[src/rtl/scene_engine.sv]
// scene_engine: position/velocity state for N_OBJ square sprites, advanced once
// per frame by one shared, time-multiplexed physics datapath, plus a two-stage
// pixel compositor with collision shading.
module scene_engine #(
  parameter int                    N_OBJ     = 8,
  parameter int                    SIZE      = 50,
  parameter int                    X_DISPLAY = 640,
  parameter int                    Y_DISPLAY = 480,
  parameter logic [N_OBJ*10-1:0]   X_INIT    = '0,
  parameter logic [N_OBJ*10-1:0]   Y_INIT    = '0,
  parameter logic [N_OBJ*4-1:0]    VX_INIT   = '0,
  parameter logic [N_OBJ*4-1:0]    VY_INIT   = '0,
  parameter logic [N_OBJ*2-1:0]    MODE      = '0,
  parameter logic [N_OBJ*12-1:0]   COLORS    = {N_OBJ{12'hfff}}
) (
  input  logic        clk,
  input  logic        reset,
  input  logic        pause,
  input  logic        frame_tick,
  input  logic [9:0]  x,
  input  logic [9:0]  y,
  output logic [11:0] out,
  output logic [3:0]  collision_num,
  output logic        busy,
  output logic [7:0]  frame_count
);

  localparam int IDX_W = (N_OBJ > 1) ? $clog2(N_OBJ) : 1;
  localparam logic [IDX_W-1:0] LAST_IDX = IDX_W'(N_OBJ - 1);
  localparam logic signed [11:0] XD   = 12'(X_DISPLAY);
  localparam logic signed [11:0] YD   = 12'(Y_DISPLAY);
  localparam logic signed [11:0] XMAX = 12'(X_DISPLAY - SIZE);
  localparam logic signed [11:0] YMAX = 12'(Y_DISPLAY - SIZE);
  localparam logic [10:0]        SIZE11 = 11'(SIZE);

  typedef enum logic [1:0] {S_IDLE, S_SWEEP, S_COMMIT} state_e;
  typedef enum logic [1:0] {M_WRAP, M_BOUNCE, M_FULL_RESET, M_STATIC} mode_e;

  state_e           state_q;
  logic [IDX_W-1:0] idx_q;
  logic             busy_q;
  logic [7:0]       frame_count_q;

  logic [9:0]       pos_x_q [N_OBJ];
  logic [9:0]       pos_y_q [N_OBJ];
  logic [3:0]       vel_x_q [N_OBJ];
  logic [3:0]       vel_y_q [N_OBJ];
  logic [9:0]       dx_q    [N_OBJ];
  logic [9:0]       dy_q    [N_OBJ];

  // Physics datapath result for the object selected by idx_q.
  logic [9:0]        new_x_d, new_y_d;
  logic [3:0]        new_vx_d, new_vy_d;
  logic signed [11:0] nx, ny;
  mode_e             mode;

  // Shared physics step: next position/velocity of object idx_q.
  always_comb begin
    // NOTE: every variable gets a default before any branch, so no path leaves
    // one unassigned and no latch is inferred.
    mode     = mode_e'(MODE[2*idx_q +: 2]);
    nx       = $signed({2'b00, pos_x_q[idx_q]}) + $signed({{8{vel_x_q[idx_q][3]}}, vel_x_q[idx_q]});
    ny       = $signed({2'b00, pos_y_q[idx_q]}) + $signed({{8{vel_y_q[idx_q][3]}}, vel_y_q[idx_q]});
    new_x_d  = pos_x_q[idx_q];
    new_y_d  = pos_y_q[idx_q];
    new_vx_d = vel_x_q[idx_q];
    new_vy_d = vel_y_q[idx_q];
    case (mode)
      M_WRAP: begin
        if (nx < 12'sd0)     new_x_d = 10'(nx + XD);
        else if (nx >= XD)   new_x_d = 10'(nx - XD);
        else                 new_x_d = nx[9:0];
        if (ny < 12'sd0)     new_y_d = 10'(ny + YD);
        else if (ny >= YD)   new_y_d = 10'(ny - YD);
        else                 new_y_d = ny[9:0];
      end
      M_BOUNCE: begin
        if (nx < 12'sd0) begin
          new_x_d  = '0;
          new_vx_d = -vel_x_q[idx_q];
        end else if (nx > XMAX) begin
          new_x_d  = XMAX[9:0];
          new_vx_d = -vel_x_q[idx_q];
        end else begin
          new_x_d  = nx[9:0];
        end
        if (ny < 12'sd0) begin
          new_y_d  = '0;
          new_vy_d = -vel_y_q[idx_q];
        end else if (ny > YMAX) begin
          new_y_d  = YMAX[9:0];
          new_vy_d = -vel_y_q[idx_q];
        end else begin
          new_y_d  = ny[9:0];
        end
      end
      M_FULL_RESET: begin
        if (nx < 12'sd0 || nx >= XD || ny < 12'sd0 || ny >= YD) begin
          new_x_d  = X_INIT[10*idx_q +: 10];
          new_y_d  = Y_INIT[10*idx_q +: 10];
          new_vx_d = VX_INIT[4*idx_q +: 4];
          new_vy_d = VY_INIT[4*idx_q +: 4];
        end else begin
          new_x_d  = nx[9:0];
          new_y_d  = ny[9:0];
        end
      end
      default: ; // static object keeps its state
    endcase
  end

  // Sweep FSM: one object per cycle, then publish all positions at once.
  always_ff @(posedge clk or posedge reset) begin
    if (reset) begin
      // NOTE: the object state arrays are small register banks whose reset
      // value is the scene's starting layout, so they are reset like any flop.
      for (int i = 0; i < N_OBJ; i++) begin
        pos_x_q[i] <= X_INIT[10*i +: 10];
        pos_y_q[i] <= Y_INIT[10*i +: 10];
        vel_x_q[i] <= VX_INIT[4*i +: 4];
        vel_y_q[i] <= VY_INIT[4*i +: 4];
        dx_q[i]    <= X_INIT[10*i +: 10];
        dy_q[i]    <= Y_INIT[10*i +: 10];
      end
      state_q       <= S_IDLE;
      idx_q         <= '0;
      busy_q        <= 1'b0;
      frame_count_q <= '0;
    end else begin
      // NOTE: non-blocking assignments throughout, so every register here sees
      // the pre-edge values of the others regardless of statement order.
      case (state_q)
        S_IDLE: begin
          if (frame_tick && !pause) begin
            state_q <= S_SWEEP;
            idx_q   <= '0;
            busy_q  <= 1'b1;
          end
        end
        S_SWEEP: begin
          pos_x_q[idx_q] <= new_x_d;
          pos_y_q[idx_q] <= new_y_d;
          vel_x_q[idx_q] <= new_vx_d;
          vel_y_q[idx_q] <= new_vy_d;
          if (idx_q == LAST_IDX) state_q <= S_COMMIT;
          else                   idx_q   <= idx_q + 1'b1;
        end
        S_COMMIT: begin
          for (int i = 0; i < N_OBJ; i++) begin
            dx_q[i] <= pos_x_q[i];
            dy_q[i] <= pos_y_q[i];
          end
          frame_count_q <= frame_count_q + 8'd1;
          busy_q        <= 1'b0;
          idx_q         <= '0;
          state_q       <= S_IDLE;
        end
        default: state_q <= S_IDLE;
      endcase
    end
  end

  // Pixel stage 1: which sprites cover (x, y), using display copies only.
  logic [N_OBJ-1:0] hit_d, hit_q;

  always_comb begin
    hit_d = '0;
    for (int i = 0; i < N_OBJ; i++) begin
      hit_d[i] = ({1'b0, x} >= {1'b0, dx_q[i]}) && ({1'b0, x} < ({1'b0, dx_q[i]} + SIZE11)) &&
                 ({1'b0, y} >= {1'b0, dy_q[i]}) && ({1'b0, y} < ({1'b0, dy_q[i]} + SIZE11));
    end
  end

  // Register the hit vector.
  always_ff @(posedge clk or posedge reset) begin
    if (reset) hit_q <= '0;
    else       hit_q <= hit_d;
  end

  // Pixel stage 2: count hits, pick priority colour, apply collision palette.
  logic [4:0]  hit_cnt;
  logic [11:0] prio_color;
  logic [11:0] out_d;
  logic [3:0]  coll_d;

  always_comb begin
    hit_cnt    = '0;
    prio_color = 12'h000;
    for (int i = N_OBJ - 1; i >= 0; i--) begin
      hit_cnt = hit_cnt + 5'(hit_q[i]);
      if (hit_q[i]) prio_color = COLORS[12*i +: 12];
    end
    case (hit_cnt)
      5'd0:    out_d = 12'h000;
      5'd1:    out_d = prio_color;
      5'd2:    out_d = 12'h999;
      5'd3:    out_d = 12'h777;
      5'd4:    out_d = 12'h555;
      5'd5:    out_d = 12'h333;
      default: out_d = 12'h111;
    endcase
    coll_d = (hit_cnt > 5'd15) ? 4'd15 : hit_cnt[3:0];
  end

  // Register the composited pixel.
  logic [11:0] out_q;
  logic [3:0]  coll_q;

  always_ff @(posedge clk or posedge reset) begin
    if (reset) begin
      out_q  <= 12'h000;
      coll_q <= 4'd0;
    end else begin
      out_q  <= out_d;
      coll_q <= coll_d;
    end
  end

  assign out           = out_q;
  assign collision_num = coll_q;
  assign busy          = busy_q;
  assign frame_count   = frame_count_q;

endmodule

[config.mk]
export PLATFORM = sky130hd
export DESIGN_NAME = scene_engine
export DESIGN_NICKNAME = d
export VERILOG_FILES = /design/src/rtl/scene_engine.sv
export SDC_FILE = /design/constraint.sdc
export NUM_CORES = 1
export LEC_CHECK = 0
export BUFFER_PORTS_ARGS = -buffer_cell sky130_fd_sc_hd__buf_2
export CORE_AREA = 2 2 280 282
export DETAILED_ROUTE_END_ITERATION = 10
export DIE_AREA = 0 0 282 284
export PLACE_DENSITY = 0.59
export SLEW_MARGIN = 40
export SYNTH_ARGS = -nofsm -noshare
export SYNTH_HDL_FRONTEND = slang
export SYNTH_SLANG_ARGS = --single-unit
[constraint.sdc]
create_clock -name clk -period 14.8 [get_ports clk]
set_clock_uncertainty 0.05 [all_clocks]
set_input_delay 0.74 -clock clk [delete_from_list [all_inputs] [get_ports clk]]
set_output_delay 0.74 -clock clk [all_outputs]
set_load 0.005 [all_outputs]
==> Yosys cells after proc, flatten, opt, wreduce, memory -nomap -nowiden <==
Index checks and enable logic that the tools add are counted.
{ "classes": {"order_cmp": 41, "bitwise": 1, "n_mul": 1, "mux": 58, "n_shift": 3, "n_reduce_logical": 38, "eq_ne": 13, "addsub": 33} }
{ "op_table": {"columns": ["operator", "count"], "rows": [
  ["$add 10x6->11 const B", 16],
  ["$lt 10x11->1", 16],
  ["$bwmux 80", 2],
  ["$ge 10x10->1", 16],
  ["$mux 10", 15],
  ["$mux 12", 8],
  ["$shiftx 80x8->10 const A", 1],
  ["$pmux 12 s6", 1],
  ["$bwmux 32", 2],
  ["$bmux 10 s3", 2],
  ["$pmux 10 s3", 2],
  ["$mux 4", 12],
  ["$shiftx 32x6->4 const A", 1],
  ["$demux 10 s3", 1],
  ["$logic_and 1x1->1", 26],
  ["$add 11x4->12", 2],
  ["$bmux 4 s3", 2],
  ["$lt 12x1->1 const B", 2],
  ["$add 10x10->10 const B", 2],
  ["$sub 10x10->10 const B", 2],
  ["$pmux 4 s2", 2],
  ["$shiftx 16x5->2 const A", 1],
  ["$add 5x1->5", 3],
  ["$demux 4 s3", 1],
  ["37 further kinds", 50]
]} }
{ "totals": {"out_inout_bits": 25, "word_cells": 243, "input_bits": 24, "regBits": 422} }

==> Longest topological paths before layout <==
Gate-level depths: netlist of run 1.
{ "depth": {"depth_word": 12, "depth_mapped": 20, "depth_no_buf": 17} }

==> Worst setup path before layout of run 1 <==
OpenSTA, ideal clock, no wires.
{ "synth_timing": {"kind": "register to register", "start": "register idx_q[2]", "end": "register pos_y_q[17] (netlist bit)", "required_time_ns": 14.625, "setup_ns": 0.125, "setup_slack_ns": 9.570, "synth_period_minus_slack_ns": 5.230, "path_buffers": 4, "arrival_ns": 5.056, "stages_incl_launch_ff": 19, "path_cell_list": "dfrtp_1 -> buf_1 -> buf_1 -> mux4_2 -> mux2_2 -> ha_1 -> buf_6 -> and2_4 -> a311o_4 -> o21ai_1 -> and2_1 -> buf_6 -> ha_1 -> nor3b_1 -> nand4_1 -> a2111oi_4 -> o211a_1 -> o22ai_2 -> mux2_2"} }
{ "synth_via": {"elab_chain_len": 12, "elab_cells_between_ends": 43, "cone_classes": "add/sub (4); mul (1); order compare (7); eq/ne (2); shift (2); mux (21); bitwise (1); reduce/logical (5)"} }
{ "synth_lines": {"columns": ["item", "line_no", "source"], "rows": [
  ["from (decl)", "40", "logic [IDX_W-1:0] idx_q;"],
  ["from (signal assigned)", "146", "else idx_q <= idx_q + 1'b1;"],
  ["$not 3->4 (not written as such)", null, null],
  ["$bmux 10 s3 or $bmux 4 s3 (tied branches)", "62", "nx = $signed({2'b00, pos_x_q[idx_q]}) + $signed({{8{vel_x_q[idx_q][3]}}, vel_x_q[idx_q]});"],
  ["$mux 10 (not written as such) or $mux 4 (tied branches) (2 in a row)", "62", null],
  ["$add 11x4->12", "62", null],
  ["$lt 12x1->1 or $ge 12x11->1 (tied branches)", "98", "if (nx < 12'sd0 || nx >= XD || ny < 12'sd0 || ny >= YD) begin"],
  ["$logic_or 1x1->1 (3 in a row)", "98", null],
  ["$mux 10", "98", null],
  ["$pmux 10 s3", "68", "case (mode)"],
  ["$bwmux 80 (*)", "142", "pos_y_q[idx_q] <= new_y_d;"],
  ["to (signal, indexed assignment)", "119", "pos_y_q[i] <= Y_INIT[10*i +: 10];"],
  ["to (signal, indexed assignment)", "142", null],
  ["to (decl)", "45", "logic [9:0] pos_y_q [N_OBJ];"]
]} }
Mark *: on every way between the ends. The rest lies on a longest branch, timed or not. The select of a mux whose other input is x is not followed.
A chain may end at the register's enable or synchronous reset.

==> Worst setup path in the final report of run 1 <==
{ "layout_timing": {"start": "register idx_q[0]", "end": "register pos_x_q[59] (netlist bit)"} }
{ "layout_via": {"elab_chain_len": 12, "elab_cells_between_ends": 43, "cone_classes": "add/sub (4); mul (1); order compare (7); eq/ne (2); shift (2); mux (21); bitwise (1); reduce/logical (5)"} }
{ "layout_lines": {"columns": ["item", "line_no", "source"], "rows": [
  ["$not 3->4 (not written as such)", null, null],
  ["$bmux 10 s3 or $bmux 4 s3 (tied branches)", "62, 64", null],
  ["$mux 10 (not written as such) or $mux 4 (tied branches) (2 in a row)", "62, 64", null],
  ["$add 11x4->12", "62", null],
  ["$lt 12x1->1 or $ge 12x11->1 (tied branches)", null, null],
  ["$logic_or 1x1->1 (3 in a row)", "98", null],
  ["$mux 10", "98", null],
  ["$pmux 10 s3", "68", null],
  ["$bwmux 80 (*)", "141", "pos_x_q[idx_q] <= new_x_d;"],
  ["to (signal, indexed assignment)", "118", "pos_x_q[i] <= X_INIT[10*i +: 10];"],
  ["to (signal, indexed assignment)", "141", null],
  ["to (decl)", "44", "logic [9:0] pos_x_q [N_OBJ];"]
]} }
Marks and branches as above.

==> results of run 1 <==
==> metal layers <==
layer / global-route usage / wire length [um]
met5: 0 / 0
met4: 0.0527 / 1970
met3: 0.0286 / 3960
met2: 0.281 / 31900
met1: 0.260 / 33700
==> power by group through the flow <==
stage	sequential [W]	combinational [W]	clock, W
6_report	0.00123	0.000618	0.00120
5_1_grt	0.00123	0.000686	0.00127
4_1_cts	0.00123	0.000620	0.00122
3_5_place_dp	0.00125	0.000619	0
3_3_place_gp	0.00125	0.000584	0
2_1_floorplan	0.00120	0.000448	0
==> through the flow <==
step                      utilization  setup WS [ps]  cell area [um^2]
after floorplan                     -           2490             26800
after global placement          0.362           9210             27900
after detailed placement        0.365           9160             28100
after CTS                       0.385           9150             29600
after global routing            0.385           8920             29700
final                           0.385           9300             29700
==> cell families (layout without fill, tap and decap cells) <==
family,Yosys count,after routing,share of synthesized area
AO/OA/AOI/OAI,652,652,0.149
XOR/XNOR,131,131,0.0434
adder cells (fa/ha/maj),359,359,0.169
buffers and inverters,363,350,0.0531
flip-flops,414,414,0.386
multiplexers,146,146,0.0852
AND/OR/NAND/NOR,690,690,0.113
==> placed cells by master, fill, tap and decap left out, types with 48 or more instances in the layout <==
| cell | netlist | layout |
|---|---|---|
| a21oi_1 | 103 | 103 |
| buf_2 | 2 | 48 |
| dfrtp_1 | 414 | 411 |
| ha_1 | 353 | 353 |
| inv_1 | 193 | 192 |
| mux2_2 | 81 | 81 |
| mux4_2 | 56 | 56 |
| nand2_1 | 402 | 402 |
| nand3_1 | 77 | 77 |
| nor2_1 | 84 | 78 |
| o21ai_0 | 316 | 316 |
| xnor2_1 | 124 | 123 |
==> worst max-delay path by stage <==
stage | start | to
after floorplan | reset | busy$_DFFE_PP0P_
after global placement | idx_q[0]$_DFFE_PP0P_ | pos_x_q[29]$_DFFE_PP0P_
after detailed placement | idx_q[0]$_DFFE_PP0P_ | pos_x_q[59]$_DFFE_PP0P_
after CTS | idx_q[0]$_DFFE_PP0P_ | pos_x_q[59]$_DFFE_PP0P_
after global routing | idx_q[0]$_DFFE_PP0P_ | pos_x_q[59]$_DFFE_PP0P_
final | idx_q[0]$_DFFE_PP0P_ | pos_x_q[59]$_DFFE_PP0P_
==> final cells by class <==
class | instances | area, um^2
inverters | 196 | 748
clock inverters | 14 | 203
flip-flops and latches | 414 | 10400
clock buffers | 70 | 1370
repair buffers | 70 | 554
fillers | 7552 | 47300
well taps | 1040 | 1300
multi-input cells | 1978 | 15100
==> registers in the layout, summed over array words and instances (netlist names) <==
name,flops
hit_q,8
pos_y_q,80
collision_num,4
busy,1
state_q,2
dx_q,80
frame_count,8
vel_x_q,32
pos_x_q,80
idx_q,3
out,4
vel_y_q,32
dy_q,80
==> critical path: stages, from the launching register on <==
cell	delay [ps]
dfrtp_4	610
buf_6	520
mux4_2	570
mux2_2	280
ha_1	210
inv_1	70
fa_1	200
nor2b_1	70
o211ai_1	270
a31o_2	270
a21oi_1	90
xnor2_1	400
inv_1	90
ha_1	350
or3_1	410
a31oi_1	590
o211ai_1	200
nand3_1	130
==> summary.md, run 1 <==
| Metric | Value |
|---|---|
| Hold crit path type | `input port to async pin` |
| Clock net sink count | `414` |
| Post-synth EDFFs | `0` |
| Total Routing Usage GR | `0.181` |
| I/O Pins | `49` |
| DR vias/cell | `5.20` |
| WHS | `181 ps` |
| Slew Viols, Final | `0` |
| Row cnt | `102` |
| Sequential Power Share | `0.403` |
| Fmax achieved | `182 MHz` |
| Synth Area per Inst | `9.73 um^2` |
| Clock buffer depth | `3` |
| Via Count | `19660` |
| Clock share of power | `0.393` |
| Internal Power | `0.00210 W` |
| Chip Width | `282 um` |
| Post-synth top area cell | `dfrtp_1` |
| Detailed router's first-iteration violation count | `1386` |
| HPWL after DPL | `52000 um` |
| PortBufs | `48` |
| Die Span Y | `284 um` |
| Post-route setup TNS | `0 ps` |
| Initial antenna violation count | `0` |
| Reg-to-Reg End | `pos_x_q[59]$_DFFE_PP0P_` |
| H-tree depth | `2` |
| Post-Synthesis Cells | `2755` |
| Nets | `3089` |
| Maximum number of pins on one net before global-route repair | `114` |
| Setup crit end kind | `flip-flop` |
| Reg2reg start | `idx_q[0]$_DFFE_PP0P_` |
| Sw Share | `0.310` |
| Synth Cell Area | `26800 um^2` |
| Worst Max-Slew Pin Slew | `802 ps` |
| Root Buffer | `clkbuf_16` |
| Hold Fails Final Rpt | `0` |
| Maxcap violations | `0` |
| CORE AREA | `77000 um^2` |
| Leak | `13.4 nW` |
| CTS Buf Count | `46` |
| Syn Nets | `3138` |
| Top-count cell post-synth | `dfrtp_1` |
| GR Overflow Total | `0` |
| CTS tree | `yes` |
| Kind of critical path | `flip-flop to flip-flop` |
| Fraction of layout cells with a size suffix above 1 | `0.122` |
| DRC viols | `0` |
| Design Power | `0.00304 W` |
| Post-CTS Setup Inserts | `0` |
| Slew HR | `0.450` |
| Sequential cell area fraction in the yosys report | `0.386` |
| Endpoints failing setup | `0` |
| Arr. time, crit path | `5980 ps` |
| R2r setup slk | `9300 ps` |
| WL/cell | `18.9 um` |
| Clk Latency, worst-skew pair | `600 ps` |
| Synth Register Bits | `414` |
| First-pass GRT wire length | `113000 um` |
| Area share of the largest cell type after synthesis | `0.386` |
| Async SR Flop Fraction | `1.00` |
| Post-synth top cells | `414 x dfrtp_1, 402 x nand2_1, 353 x ha_1` |
| Non-Filler Instances | `3782` |
| Final GP Congestion | `0.862` |
| Area added between synthesis and finish | `10.6%` |
| Worst vdd ir | `0.0000775 V` |
| Synth area leaders | `dfrtp_1 39%, ha_1 16%, o21ai_0 5.9%, nand2_1 5.6%, mux4_2 4.7%` |
| Vias in the first global route | `19235` |
| CP required | `15280 ps` |
| ANT nets after route | `0` |
| First drt pass iteration count | `5` |
| Top_reg_cell synth | `dfrtp_1` |
| # diodes | `0` |
| Final period util | `0.372` |
| Post-Route WL | `71500 um` |
| Cell count after placement | `3698` |
| Initial Utilization | `0.348` |
| Unique masters post-synth | `82` |
| CTS resizes | `0` |
| Cts-stage hold buffer count | `0` |
| Die area | `80100 um^2` |
| Switching Power | `0.000943 W` |
| Warnings, synthesis | `0` |
| Logic pwr share | `0.203` |
| CP Max Fanout | `46` |
| Power density cells | `103 nW/um^2` |
| Tmin final | `5500 ps` |
| Startpoint Class | `flip-flop` |
| Clk slew on worst S/H paths | `60 ps` |
| Status | `finished, final reports clean` |
| Reg2reg path depth | `17` |
| RSZ-0062 raised after global routing | `false` |
Power figures use the tool's default switching activity.
==> run 2, diff against run 1 <==
Clock period 14.8 ns to 5.3 ns, I/O delays scaled along.
==> summary.md, run 2 (synthesized netlist as in run 1, its figures left out) <==
| Metric | Value |
|---|---|
| Status | `finished, final reports clean` |
| H-tree depth | `2` |
| CP required | `5730 ps` |
| I/O Pins | `49` |
| Root Buffer | `clkbuf_16` |
| Detailed router's first-iteration violation count | `1500` |
| Reg2reg path depth | `14` |
| Worst Path Buf+Inv | `0` |
| Initial Utilization | `0.348` |
| PortBufs | `48` |
| First-pass GRT wire length | `112000 um` |
| Power density cells | `286 nW/um^2` |
| Initial antenna violation count | `0` |
| Slew HR | `0.460` |
| CORE AREA | `77000 um^2` |
| Fmax achieved | `204 MHz` |
| Endpoints failing setup | `0` |
| Clock net sink count | `414` |
| ANT nets after route | `0` |
| Cell count after placement | `3716` |
| Die Span Y | `284 um` |
| Arr. time, crit path | `5320 ps` |
| Fraction of layout cells with a size suffix above 1 | `0.127` |
| Nets | `3110` |
| Critical Path Max Stage Delay | `610 ps` |
| Row cnt | `102` |
| Slowest CP cell | `dfrtp_2` |
| First drt pass iteration count | `7` |
| Clock buffer depth | `3` |
| Leak | `13.5 nW` |
| Commonest non-fill, non-tap cell in the layout | `dfrtp_1` |
| Vias in the first global route | `18874` |
| Maxcap violations | `0` |
| Hold crit path type | `input port to flip-flop` |
| Worst vdd ir | `0.000229 V` |
| DRC viols | `0` |
| Kind of critical path | `flip-flop to flip-flop` |
| Area added between synthesis and finish | `10.8%` |
| RSZ-0062 raised after global routing | `false` |
| HPWL after DPL | `52500 um` |
| Worst Max-Slew Pin Slew | `805 ps` |
| Final core utilization | `0.386` |
| Commonest non-fill, non-tap cells in the layout | `411 x dfrtp_1, 401 x nand2_1, 353 x ha_1, 316 x o21ai_0, 192 x inv_1` |
| Slew Viols, Final | `0` |
| Setup crit end kind | `flip-flop` |
| R2r setup slk | `410 ps` |
| Design Power | `0.00848 W` |
| CTS Buf Count | `46` |
| CTS tree | `yes` |
| WL/cell | `18.9 um` |
| Levels on crit path | `14` |
| Final GP Congestion | `0.839` |
| Via Count | `19628` |
| Cell Chain, Critical Path | `mux4_2 -> mux2_2 -> ha_1 -> and2_4 -> a311o_4 -> o21ai_1 -> and2_1 -> ha_1 -> nor3b_1 -> nand4_1 -> a2111oi_4 -> o211a_1 -> o22ai_2 -> mux2_2` |
| CP Max Fanout | `14` |
| Chip Width | `282 um` |
| Crit path max-delay family | `compound AO/OA/AOI/OAI gates` |
| Non-Filler Instances | `3799` |
| Clk Latency, worst-skew pair | `600 ps` |
| Post-Route WL | `71700 um` |
| Cell depth of the worst hold path | `4` |
| Startpoint Class | `flip-flop` |
| Die area | `80100 um^2` |
| GR Overflow Total | `0` |
| Clk slew on worst S/H paths | `60 ps` |
| Tmin final | `4890 ps` |
| Final period util | `0.923` |
| Hold Fails Final Rpt | `0` |
| DR vias/cell | `5.17` |
| Total Routing Usage GR | `0.181` |
| Maximum number of pins on one net before global-route repair | `109` |
run 2: cell count changes in the layout (fill, tap and decap cells not counted), moves of 2 or more:
cell           delta
buf_12            +2
buf_6             -2
dlygate4sd3_1     +2
clkbuf_8          +2
buf_4            +23
buf_16            -3
clkbuf_1          -2
run 2: area by class of cell:
type,count,area (um^2)
Tap cell,1040,1300
Antenna cell,1,2.50
Timing Repair Buffer,91,667
Fill cell,7594,47200
Sequential cell,414,10400
Multi-Input combinational cell,1978,15100
Clock inverter,9,143
Clock buffer,70,1390
Inverter,196,744
run 2: report_power, final:
group / total, W / internal (W) / leakage (nW) / switching [W]
combinational: 0.00179 / 0.000672 / 6.97 / 0.00112
clock: 0.00328 / 0.00195 / 0.756 / 0.00133
sequential: 0.00341 / 0.00325 / 5.74 / 0.000159
total: 0.00848 / 0.00587 / 13.5 / 0.00261
run 2: final timing paths:
path / end / from
max: pos_y_q[77]$_DFFE_PP0P_ / idx_q[1]$_DFFE_PP0P_
max in group asynchronous: idx_q[0]$_DFFE_PP0P_ / reset
max reg2reg: pos_y_q[77]$_DFFE_PP0P_ / idx_q[1]$_DFFE_PP0P_
min reg2reg: vel_x_q[24]$_DFFE_PP0P_ / vel_x_q[24]$_DFFE_PP0P_
min: busy$_DFFE_PP0P_ / frame_tick
min in group asynchronous: frame_count[7]$_DFFE_PP0P_ / reset
run 2: timing repair:
| item | CTS | global route |
|---|---|---|
| setup buffers | 0 | 1 |
| hold buffers | 2 | 0 |
| resized for setup | 0 | 1 |
| hold endpoints to repair | 9 | 0 |
| setup endpoints to repair | 0 | 4 |
run 2: per-stage QoR:
stage | area [um^2] | setup slack [ps] | hold slack [ps] | setup TNS (ps)
after CTS | 29700 | 303 | 41.5 | 0
after floorplan | 26800 | -597 | 374 | -246990
after global placement | 28100 | 424 | 208 | 0
after global routing | 29700 | 60.2 | 97.3 | 0
after detailed placement | 28100 | 340 | 206 | 0
final | 29700 | 408 | 54.7 | 0
run 2: worst min-delay path: stages:
cell,delay (ps)
buf_2,90
nor3b_1,160
nor2_1,90
nor2_1,40
run 2: per-layer routing:
metal	wire, um	vias to the layer above	GRT usage	part of all wire
met1	33900	9517	0.260	0.47
li1	-	9626	-	-
met5	0	-	0	0
met4	1870	0	0.0491	0.026
met2	31900	392	0.278	0.44
met3	4050	93	0.0318	0.056
